**src/rtl/ram_lsu_if.sv**
```systemverilog
// Request/response handshake bundle between a load/store client and ram_lsu.
interface ram_lsu_if;
  logic        req_valid;
  logic        req_ready;
  logic        req_we;
  logic [1:0]  req_size;
  logic        req_signed;
  logic [31:0] req_addr;
  logic [31:0] req_wdata;
  logic        rsp_valid;
  logic        rsp_ready;
  logic [31:0] rsp_rdata;
  logic        rsp_err;

  modport master (
    output req_valid, req_we, req_size, req_signed, req_addr, req_wdata, rsp_ready,
    input  req_ready, rsp_valid, rsp_rdata, rsp_err
  );

  modport slave (
    input  req_valid, req_we, req_size, req_signed, req_addr, req_wdata, rsp_ready,
    output req_ready, rsp_valid, rsp_rdata, rsp_err
  );
endinterface

```
**src/rtl/ram_lsu.sv**
```systemverilog
// Load/store initiator for a 32-bit word RAM without byte enables: sub-word stores
// are done as read-modify-write, loads are lane-extracted and sign/zero extended.
module ram_lsu #(
  parameter int ADDR_W = 8
) (
  input  logic        clk,
  input  logic        rst,
  ram_lsu_if.slave    bus,
  output logic        mem_we,
  output logic        mem_prt_en_1,
  output logic        mem_oe,
  output logic        mem_prt_en_0,
  output logic [31:0] mem_addr,
  output logic [31:0] mem_wdata,
  input  logic [31:0] mem_rdata
);

  typedef enum logic [2:0] {
    IDLE = 3'd0,
    RD   = 3'd1,
    CAP  = 3'd2,
    WR   = 3'd3,
    RESP = 3'd4
  } state_t;

  state_t            state_r;
  state_t            state_nxt_s;
  logic              accept_s;
  logic              err_s;
  logic              we_r;
  logic [1:0]        size_r;
  logic              signed_r;
  logic [ADDR_W+1:0] addr_r;
  logic [31:0]       mem_wdata_r;
  logic [31:0]       rsp_rdata_r;
  logic              rsp_err_r;

  function automatic logic req_is_bad(input logic [1:0] size, input logic [31:0] addr);
    logic bad;
    case (size)
      2'b00:   bad = 1'b0;
      2'b01:   bad = addr[0];
      2'b10:   bad = (addr[1:0] != 2'b00);
      default: bad = 1'b1;
    endcase
    return bad | ((addr >> (ADDR_W + 2)) != 32'd0);
  endfunction

  function automatic logic [31:0] extract_load(input logic [31:0] word, input logic [1:0] lane,
                                               input logic [1:0] size, input logic sgn);
    logic [7:0]  b;
    logic [15:0] h;
    logic [31:0] r;
    b = word[{lane, 3'b000} +: 8];
    h = word[{lane[1], 4'b0000} +: 16];
    case (size)
      2'b00:   r = {{24{sgn & b[7]}}, b};
      2'b01:   r = {{16{sgn & h[15]}}, h};
      2'b10:   r = word;
      default: r = 32'h0000_0000;
    endcase
    return r;
  endfunction

  function automatic logic [31:0] merge_store(input logic [31:0] word, input logic [31:0] wdata,
                                              input logic [1:0] lane, input logic [1:0] size);
    logic [31:0] r;
    r = word;
    case (size)
      2'b00:   r[{lane, 3'b000} +: 8] = wdata[7:0];
      2'b01:   r[{lane[1], 4'b0000} +: 16] = wdata[15:0];
      default: r = wdata;
    endcase
    return r;
  endfunction

  assign accept_s = bus.req_valid & (state_r == IDLE);
  assign err_s    = req_is_bad(bus.req_size, bus.req_addr);

  // State register
  always_ff @(posedge clk or posedge rst) begin
    if (rst) begin
      state_r <= IDLE;
    end else begin
      state_r <= state_nxt_s;
    end
  end

  // Next-state decode
  always_comb begin
    state_nxt_s = state_r;
    case (state_r)
      IDLE: begin
        if (!accept_s) begin
          state_nxt_s = IDLE;
        end else if (err_s) begin
          state_nxt_s = RESP;
        end else if (bus.req_we && (bus.req_size == 2'b10)) begin
          state_nxt_s = WR;
        end else begin
          state_nxt_s = RD;
        end
      end
      RD:  state_nxt_s = CAP;
      CAP: begin
        if (we_r) begin
          state_nxt_s = WR;
        end else begin
          state_nxt_s = RESP;
        end
      end
      WR:  state_nxt_s = RESP;
      RESP: begin
        if (bus.rsp_ready) begin
          state_nxt_s = IDLE;
        end else begin
          state_nxt_s = RESP;
        end
      end
      default: state_nxt_s = IDLE;
    endcase
  end

  // Request latch, read-data capture and merge; CAP is the only cycle mem_rdata is sampled
  always_ff @(posedge clk or posedge rst) begin
    if (rst) begin
      we_r        <= 1'b0;
      size_r      <= 2'b00;
      signed_r    <= 1'b0;
      addr_r      <= '0;
      mem_wdata_r <= 32'h0000_0000;
      rsp_rdata_r <= 32'h0000_0000;
      rsp_err_r   <= 1'b0;
    end else if (accept_s) begin
      we_r        <= bus.req_we;
      size_r      <= bus.req_size;
      signed_r    <= bus.req_signed;
      addr_r      <= bus.req_addr[ADDR_W+1:0];
      mem_wdata_r <= bus.req_wdata;
      rsp_rdata_r <= 32'h0000_0000;
      rsp_err_r   <= err_s;
    end else if (state_r == CAP) begin
      if (we_r) begin
        mem_wdata_r <= merge_store(mem_rdata, mem_wdata_r, addr_r[1:0], size_r);
      end else begin
        rsp_rdata_r <= extract_load(mem_rdata, addr_r[1:0], size_r, signed_r);
      end
    end
  end

  // Strobes are pure state decodes so an async reset removes them immediately
  assign mem_oe        = (state_r == RD);
  assign mem_prt_en_0  = (state_r == RD);
  assign mem_we        = (state_r == WR);
  assign mem_prt_en_1  = (state_r == WR);
  assign mem_addr      = {{(32 - ADDR_W){1'b0}}, addr_r[ADDR_W+1:2]};
  assign mem_wdata     = mem_wdata_r;

  assign bus.req_ready = (state_r == IDLE);
  assign bus.rsp_valid = (state_r == RESP);
  assign bus.rsp_rdata = rsp_rdata_r;
  assign bus.rsp_err   = rsp_err_r;

endmodule

```
**src/flat_wrapper.sv**
```systemverilog
// flat-port wrapper written by rule: the top's interface ports become plain ports
module ram_lsu_flat 
#(
  parameter int ADDR_W = 8
)
  (clk, rst, mem_we, mem_prt_en_1, mem_oe, mem_prt_en_0, mem_addr, mem_wdata, mem_rdata, bus_req_valid, bus_req_we, bus_req_size, bus_req_signed, bus_req_addr, bus_req_wdata, bus_rsp_ready, bus_req_ready, bus_rsp_valid, bus_rsp_rdata, bus_rsp_err);
  ram_lsu_if bus_i ();
  input  logic clk;
  input  logic rst;
  output logic mem_we;
  output logic mem_prt_en_1;
  output logic mem_oe;
  output logic mem_prt_en_0;
  output logic [31:0] mem_addr;
  output logic [31:0] mem_wdata;
  input  logic [31:0] mem_rdata;
  input wire logic [$bits(bus_i.req_valid)-1:0] bus_req_valid;
  input wire logic [$bits(bus_i.req_we)-1:0] bus_req_we;
  input wire logic [$bits(bus_i.req_size)-1:0] bus_req_size;
  input wire logic [$bits(bus_i.req_signed)-1:0] bus_req_signed;
  input wire logic [$bits(bus_i.req_addr)-1:0] bus_req_addr;
  input wire logic [$bits(bus_i.req_wdata)-1:0] bus_req_wdata;
  input wire logic [$bits(bus_i.rsp_ready)-1:0] bus_rsp_ready;
  output wire logic [$bits(bus_i.req_ready)-1:0] bus_req_ready;
  output wire logic [$bits(bus_i.rsp_valid)-1:0] bus_rsp_valid;
  output wire logic [$bits(bus_i.rsp_rdata)-1:0] bus_rsp_rdata;
  output wire logic [$bits(bus_i.rsp_err)-1:0] bus_rsp_err;
  assign bus_i.req_valid = bus_req_valid;
  assign bus_i.req_we = bus_req_we;
  assign bus_i.req_size = bus_req_size;
  assign bus_i.req_signed = bus_req_signed;
  assign bus_i.req_addr = bus_req_addr;
  assign bus_i.req_wdata = bus_req_wdata;
  assign bus_i.rsp_ready = bus_rsp_ready;
  assign bus_req_ready = bus_i.req_ready;
  assign bus_rsp_valid = bus_i.rsp_valid;
  assign bus_rsp_rdata = bus_i.rsp_rdata;
  assign bus_rsp_err = bus_i.rsp_err;
  ram_lsu #(.ADDR_W(ADDR_W)) u_core (.clk(clk), .rst(rst), .bus(bus_i), .mem_we(mem_we), .mem_prt_en_1(mem_prt_en_1), .mem_oe(mem_oe), .mem_prt_en_0(mem_prt_en_0), .mem_addr(mem_addr), .mem_wdata(mem_wdata), .mem_rdata(mem_rdata));
endmodule
```
**config.mk**
```make
export PLATFORM = sky130hd
export DESIGN_NAME = ram_lsu_flat
export DESIGN_NICKNAME = d
export VERILOG_FILES = /design/src/rtl/ram_lsu_if.sv /design/src/rtl/ram_lsu.sv /design/src/flat_wrapper.sv
export SDC_FILE = /design/constraint.sdc
export NUM_CORES = 1
export LEC_CHECK = 0
export ABC_AREA = 1
export CAP_MARGIN = 20
export CORE_UTILIZATION = 40
export CTS_BUF_LIST = sky130_fd_sc_hd__clkbuf_4
export CTS_CLUSTER_SIZE = 14
export DETAILED_ROUTE_END_ITERATION = 10
export GPL_ROUTABILITY_DRIVEN = 1
export HOLD_SLACK_MARGIN = 0.1
export PLACE_DENSITY = 0.72
export SLEW_MARGIN = 20
export SYNTH_ARGS = -nofsm -noshare
export SYNTH_HDL_FRONTEND = slang
export SYNTH_SLANG_ARGS = --single-unit
export TNS_END_PERCENT = 50
```
**constraint.sdc**
```tcl
create_clock -name clk -period 2.7 [get_ports clk]
set_input_delay 0.54 -clock clk [delete_from_list [all_inputs] [get_ports clk]]
set_output_delay 0.54 -clock clk [all_outputs]
set_load 0.02 [all_outputs]
```
==> metrics.txt <==
Adder-Cell Fraction of Synth Area 0.0111; # Max-Cap Violations 0; Crit path largest cell delay 0.70 ns; mux share of post-synthesis cell area 0; synth unique cells 30; Critical-path top delay cell clkdlybuf4s50_1; final RePlAce weighted congestion 0.886; Synth Area in XOR/XNOR 0; CTS Buf Count 9; CTS clk-pin slew, worst paths 0.14 ns; Fmax achieved 396 MHz; yosys warns 0; Placed Cells 1215; clock root buffer clkbuf_4; DR vias 6048; ANT nets after route 0; CTS tree yes; Core Footprint 13500 um2; Pre-antenna DRT Iters 5; crit path launch type register; Die X 121 um; worst rel slew slack 0.522; gr ovfl total 0; worst min-delay path category primary input to async pin; Setup Total Neg Slack 0 ns; first-pass GRT wire length 28300 um; setup bufs post-CTS 0; crit end category primary output; ys flop type dfrtp_1; syn_area_per_cell 6.26 um2; Port Buf Inserts 182; area growth from synthesis to layout 35.0%; VDD IR-drop max 314 uV; HPWL Detailed 13200 um; simple-gate portion of the synthesized area 0.388; Yosys reg bits 82; status complete, no violations; CTS Buffer Depth 2; CP Class register to primary output; crit share post-route 0.935; RSZ-0062 raised after global routing false; Fin. Hold Viols 0; CTS H-tree depth 3; GRT Total Usage 0.252; vias in the first global route 5550; NetSw 0.00197 W; Vias/cell 4.91; CTS sink cnt 82; PostCTS Resize Cnt 0; Placement Rows 42; Clock power frac 0.180; IO Count 207; Max FO, Critical Path 5; nets 1159; fin cells 1232; die height 121 um; Sequential Power Share 0.357; pin count of the biggest net entering global routing 83; Starting Density 0.418; Worst Tran Pin Value 0.716 ns; Pint 0.00272 W; First DRT Iteration DRCs 440; Total Wirelength 17600 um; Seq/Total Area, Yosys 0.365; Post-synth ARST share 1.00; crit path DAT 1.98 ns; Leak 4.05 nW; gate count of the mapped netlist 898; largest family of logic cells by synthesized area simple AND/OR/NAND/NOR gates; share of cells above drive strength 1 0.0483; DRC Markers 0; final slew viol count 0; Logic pwr share 0.464; Compound-Gate Fraction of Synth Area 0.0975; switching share of total power 0.420; worst path required time 2.16 ns; Post-synth EDFFs 0; clk_lat worst skew 0.45 ns; total die area 14500 um2; P per Cell Area 617 nW/um2; Post-CTS Hold Buffers 0; synthesized area 5620 um2; antenna violations before repair 1; post-layout minimum cycle time 2.52 ns; average routed wire per standard cell 14.3 um; Worst Skew 0.00928 ns; final setup violating endpoints 0; critical-path cell list nor3_1, clkdlybuf4s50_1
==> metrics by stage <==
| stage | power (W) | cell area, um2 | hold WS [ns] | setup WS (ns) | util |
|---|---|---|---|---|---|
| after global placement | 0.00383 | 7420 | 0.463 | 0.467 | 0.551 |
| after global routing | 0.00502 | 7580 | 0.506 | 0.0469 | 0.564 |
| final | 0.00468 | 7580 | 0.484 | 0.176 | 0.564 |
| after CTS | 0.00469 | 7580 | 0.492 | 0.150 | 0.564 |
| after detailed placement | 0.00385 | 7420 | 0.465 | 0.442 | 0.551 |
| after floorplan | 0.00299 | 5710 | 0.450 | 0.0516 | - |
==> layout make-up <==
class                      instances  area (um2)
antenna                            1        2.50
tap                              176         220
sequential                        82        2050
multi-input combinational        677        2880
fill                            1381        5870
inverter                          86         324
clock inverter                     6        91.3
clock buffer                      10        75.1
timing repair buffer             194        1940
==> power groups by stage <==
stage	registers (W)	logic (W)	clock network, W
floorplan	0.00183	0.00116	0
global placement	0.00169	0.00214	0
detailed placement	0.00169	0.00216	0
CTS	0.00167	0.00217	0.000857
global route	0.00170	0.00240	0.000913
finish	0.00167	0.00217	0.000842
==> per-layer routing <==
layer	wire length (um)	part of all wire	up-vias	global-route usage
li1	-	-	3016	-
met1	7480	0.42	2733	0.332
met3	1510	0.086	31	0.0599
met2	8180	0.46	268	0.405
met4	445	0.025	0	0.0880
met5	0	0	-	0
==> cells in the final DEF, fill, tap and decap left out, types with 10 or more instances in the layout <==
cell type        Yosys  final
nand3_1             36     36
clkdlybuf4s50_1      0    182
dfrtp_1             82     82
nor2_1              50     50
nand2_1            445    445
inv_1               82     81
o22ai_1             16     16
conb_1               1     24
a21oi_1             10     10
o21ai_0             47     47
clkbuf_4             0     10
buf_4               37     10
==> synth_stat cells, types with 2 or more instances <==
cell,instances,share of area
clkbuf_1,18,0.012
buf_4,37,0.049
o21ai_1,2,0.0018
ha_1,5,0.011
o21ai_0,47,0.042
nand2_1,445,0.30
inv_2,4,0.0027
nor2_2,5,0.0056
nand3_1,36,0.032
nand2_2,3,0.0033
buf_2,20,0.018
dfrtp_1,82,0.37
inv_1,82,0.055
a21oi_1,10,0.0089
or2_2,6,0.0067
nor2_1,50,0.033
o211ai_1,9,0.012
a22oi_1,8,0.011
o22ai_1,16,0.018
nand4_1,3,0.0033
==> path summary, 6_finish.rpt <==
| kind | slack, ns | endpoint | cells past startpoint | from |
|---|---|---|---|---|
| worst max-delay path | 0.18 | mem_oe | 2 | u_core.state_r[2] |
| worst min-delay path | 0.48 | u_core.bus.rsp_rdata[1] | 3 | rst |
| worst max register to register | 0.75 | u_core.mem_wdata[24] | 8 | u_core.addr_r[1] |
| worst min register to register | 0.49 | u_core.bus.rsp_rdata[22] | 2 | u_core.bus.rsp_rdata[22] |
| max in group asynchronous | 1.87 | u_core.mem_wdata[23] | 3 | rst |
| min in group clk | 0.49 | u_core.bus.rsp_rdata[22] | 2 | u_core.bus.rsp_rdata[22] |
==> flip-flops by register name (all words and copies together), names as in the netlist <==
name                  count
u_core.we_r               1
u_core.state_r            3
u_core.size_r             2
u_core.signed_r           1
u_core.addr_r            10
u_core.mem_wdata         32
u_core.bus.rsp_err        1
u_core.bus.rsp_rdata     32
==> cell families after synthesis <==
kind of cell             count (synthesis)
other                                    1
AND/OR/NAND/NOR                        553
buffers and inverters                  162
adder cells (fa/ha/maj)                  5
AO/OA/AOI/OAI                           95
flip-flops                              82
==> critical path, delay by kind of cell, from the launching register on <==
family | cells | cell delay [ns]
flip-flops | 1 | 0.45
buffers and inverters | 1 | 0.70
AND/OR/NAND/NOR | 1 | 0.38
Note: power is estimated with default switching activity, not from simulation.
